==> config.mk <==
export PLATFORM = sky130hd
export DESIGN_NAME = arb4_rr
export DESIGN_NICKNAME = d
export VERILOG_FILES = /design/src/rtl/arb4_rr.sv
export SDC_FILE = /design/constraint.sdc
export NUM_CORES = 1
export LEC_CHECK = 0
export ABC_AREA = 1
export CORE_MARGIN = 3
export CORE_UTILIZATION = 35
export CTS_BUF_LIST = sky130_fd_sc_hd__clkbuf_4
export DETAILED_ROUTE_END_ITERATION = 12
export PLACE_DENSITY = 0.61
export SLEW_MARGIN = 20
export SYNTH_ARGS = -nofsm -noshare
export SYNTH_HDL_FRONTEND = slang
export SYNTH_SLANG_ARGS = --single-unit
==> constraint.sdc <==
create_clock -name clk -period 2.1 [get_ports clk]
set_input_delay 0.42 -clock clk [delete_from_list [all_inputs] [get_ports clk]]
set_output_delay 0.42 -clock clk [all_outputs]
set_load 0.005 [all_outputs]
==> src/rtl/arb4_rr.sv <==
// arb4_rr: four-requester round-robin arbiter with owner release and an optional hold-time limit.
// Registered one-hot and binary grant; priority rotates from the last owner.
module arb4_rr #(
    parameter int MAX_HOLD = 16
) (
    input  logic       clk,
    input  logic       rst_n,
    input  logic       en,
    input  logic [3:0] req,
    input  logic       rel,
    output logic [3:0] gnt,
    output logic [1:0] gnt_idx,
    output logic       gnt_valid,
    output logic       timeout
);
    typedef enum logic {IDLE, GRANT} state_t;
    state_t     r_state, w_state_nxt;
    logic [1:0] r_last_idx, w_last_nxt, w_win;
    logic [7:0] r_hold_cnt, w_hold_nxt;
    logic [3:0] w_gnt_nxt;
    logic [1:0] w_idx_nxt;
    logic       w_valid_nxt, w_timeout_nxt, w_limit, w_drop;
    assign w_limit = (MAX_HOLD != 0) && (r_hold_cnt == 8'(MAX_HOLD - 1));
    assign w_drop  = !en || rel || !req[gnt_idx];
    // Descending scan so the nearest requester after last_idx is assigned last and wins
    always_comb begin
        w_win = r_last_idx;
        for (int k = 4; k >= 1; k--)
            if (req[r_last_idx + 2'(k)]) w_win = r_last_idx + 2'(k);
    end
    always_comb begin
        w_state_nxt   = r_state;
        w_last_nxt    = r_last_idx;
        w_hold_nxt    = r_hold_cnt;
        w_gnt_nxt     = gnt;
        w_idx_nxt     = gnt_idx;
        w_valid_nxt   = gnt_valid;
        w_timeout_nxt = 1'b0;
        if (r_state == IDLE) begin
            if (en && |req) begin
                w_state_nxt = GRANT;
                w_gnt_nxt   = 4'b0001 << w_win;
                w_idx_nxt   = w_win;
                w_valid_nxt = 1'b1;
                w_last_nxt  = w_win;
                w_hold_nxt  = 8'd0;
            end
        end else if (w_drop || w_limit) begin
            w_state_nxt   = IDLE;
            w_gnt_nxt     = 4'b0000;
            w_idx_nxt     = 2'd0;
            w_valid_nxt   = 1'b0;
            w_timeout_nxt = !w_drop;
        end else begin
            w_hold_nxt = (r_hold_cnt == 8'hff) ? r_hold_cnt : r_hold_cnt + 8'd1;
        end
    end
    always_ff @(posedge clk or negedge rst_n) begin
        if (!rst_n) begin
            r_state    <= IDLE;
            r_last_idx <= 2'd3;
            r_hold_cnt <= 8'd0;
            gnt        <= 4'b0000;
            gnt_idx    <= 2'd0;
            gnt_valid  <= 1'b0;
            timeout    <= 1'b0;
        end else begin
            r_state    <= w_state_nxt;
            r_last_idx <= w_last_nxt;
            r_hold_cnt <= w_hold_nxt;
            gnt        <= w_gnt_nxt;
            gnt_idx    <= w_idx_nxt;
            gnt_valid  <= w_valid_nxt;
            timeout    <= w_timeout_nxt;
        end
    end
endmodule

==> metrics.cfg <==
[synthesis]
synthArstFlopShare_pct = 100.0
synth_top_family_by_area = simple AND/OR/NAND/NOR gates
synth_common_cells = 64 x nand2_1, 17 x dfrtp_1, 15 x inv_1, 11 x nand3_1, 8 x o21ai_2
synthSimpleGateAreaFrac_pct = 38.02
synth_edf_count = 0
synth_xor_area_share_pct = 2.917
yosysWarnings = 0
syn_inst = 157
synth.distinct_cells = 26
synth_ff_type = dfrtp_1
yosysTopAreaCell = dfrtp_1
syn_area_um2 = 1201
ys_seq_area_share_pct = 39.79
avgSynthCellArea_um2 = 7.651
yosys.area_share.adder_pct = 1.042
synthMuxAreaShare_pct = 0
synth_area_leaders = dfrtp_1 35%, nand2_1 20%, o21ai_2 5.8%
synth.most_common_cell = nand2_1
synth-compound-area-share_pct = 9.792
ys_ff_latch = 19
synth_nets = 166
synth_top_cell_area_share_pct = 35.42

[final_layout]
stdcell_area_um2 = 1409
nNetsFinal = 184
layout-drive-gt1-share_pct = 18.97
area_delta_synth_final_pct = 17.29
diodes = 0

[sta]
final-hold-violation-count = 0
worst_slack_ns = 0.4115
rsz0062_at_grt = no
max_freq_mhz = 592.3
fin_crit_sh_pct = 80.40
skew_ns = 0.003830
relSlewSlack_pct = 73.51
whs_ns = 0.4035
maxSlewViolCount = 0
min_period_ns = 1.688
final.setup.tns_ns = 0
finalSetupViolCount = 0
worst_pin_slew_ns = 0.3961

[worst_setup_path]
worst-setup-path-type = flip-flop to output port
cp-end-kind = output port
path_buf_inv = 1
cp_data_arrival_time_ns = 1.27
required_ns = 1.68
start_kind = flip-flop
critPathMaxStageDelay_ns = 0.53
cp_cell_sequence = clkdlybuf4s50_1
crit_path_max_fanout = 5
slowest_stage = clkdlybuf4s50_1
cpLargestDelayFamily = buffers and inverters

[min_path]
hp-class = primary input to async pin

[grt]
met1_usage_pct = 18.49
antenna_found_initial = 0
grt_pass1_vias = 1009
grtUsageMet3_pct = 5.026
grtUsageMet2_pct = 22.04
track_usage_pct = 13.96
globalRouteOverflowTotal = 0
busiest_layer = met2
grt_pass1_wl_mm = 4.636
grt_max_degree = 17

[place]
dpl-instance-area_um2 = 1379
pre_cts_ws_ns = 0.1320
numPortBuffers = 15
globalplace.congestion = 0.7665
dp_hpwl_mm = 1.918

[power_and_ir_drop]
power.density_nw_per_um2 = 1155
peakVddDrop_v = 0.0005386
p_leak_nw = 0.7191

[routing]
first_pass_iters = 4
antenna_left = 0
drc = 0
drt_iter0_drc = 72
vias = 1031
viasPerCell = 4.729
wl_mm = 2.495
routedWlPerCell_um = 11.44

[die]
row_count = 20
initial_core_util_pct = 38.10
coreArea_um2 = 3153
dieArea_um2 = 4171
die_y_um = 64.58
ios = 16
die_x_um = 64.58

[clocking]
numCtsBuffers = 3
path_clk_slew_ns = 0.11
ctsHtreeMaxLevel = 1
cts_resized = 0
clk_path_buf_depth = 2
cts_hold_buffers = 0
cts_root_buffer = clkbuf_4
cts.sinks = 19
post-cts-setup-buffers = 0
clk_latency_ns = 0.29
cts_tree = done

[job]
max_cap_viol_count = 0

[run_status]
status = complete, no violations

## routing by layer
| metal | vias to the layer above | part of all wire, % |
|---|---|---|
| met5 | - | 0 |
| met4 | 0 | 0.48 |
| met3 | 2 | 5.6 |
| met2 | 21 | 45 |
| met1 | 466 | 49 |
| li1 | 542 | - |
## per-stage QoR
stage	util (%)	instances	total power, mW
global placement	43.73	214	1.419
global route	44.68	218	1.808
detailed placement	43.73	214	1.430
floorplan	-	157	1.242
finish	44.68	218	1.627
CTS	44.68	218	1.644
## cell families (layout without fill, tap and decap cells)
family,count (synthesis),count (layout)
compound gates,16,16
xor+xnor,4,4
fa+ha+maj,1,1
buf+inv,20,37
flops,19,19
simple gates,97,97
## worst paths after layout
check	slack (ns)	endpoint	cells after the start	startpoint
min	0.40	r_hold_cnt[7]$_DFFE_PN0P_	1	rst_n
min in group clk	0.50	gnt[0]$_DFFE_PN0P_	2	gnt[0]$_DFFE_PN0P_
min reg2reg	0.50	gnt[0]$_DFFE_PN0P_	2	gnt[0]$_DFFE_PN0P_
max reg2reg	0.46	r_hold_cnt[2]$_DFFE_PN0P_	7	r_hold_cnt[0]$_DFFE_PN0P_
max in group asynchronous	1.20	gnt[1]$_DFFE_PN0P_	2	rst_n
max	0.41	gnt_idx[0]	1	gnt_idx[0]$_DFFE_PN0P_
## final cells by class
cell class,count,area (um2)
Sequential cell,19,478.0
Multi-Input combinational cell,118,621.8
Fill cell,332,1744
Inverter,17,66.31
Tap cell,44,55.05
Timing Repair Buffer,16,157.7
Clock buffer,4,30.03
## power breakdown
part	internal (mW)	leakage, nW	total [mW]	switching, mW
clock network	0.0868	0.0184	0.198	0.112
logic	0.312	0.452	0.824	0.512
registers	0.477	0.249	0.604	0.127
## state kept, by name, summed over array words and instances (netlist names)
register    cells
r_hold_cnt      8
gnt             4
gnt_idx         2
r_last_idx      2
gnt_valid       1
r_state         1
timeout         1
## cell usage in the layout (no fill, tap or decap), types with 3 or more instances in the layout
| cell type | n |
|---|---|
| or2_2 | 3 |
| clkbuf_4 | 4 |
| o21ai_2 | 8 |
| xor2_1 | 4 |
| inv_1 | 15 |
| nand2_1 | 64 |
| nor2_1 | 4 |
| nand4_1 | 3 |
| nand3_1 | 11 |
| clkdlybuf4s50_1 | 15 |
| dfrtp_1 | 17 |
| nand2_2 | 4 |
Power figures use the tool's default switching activity.
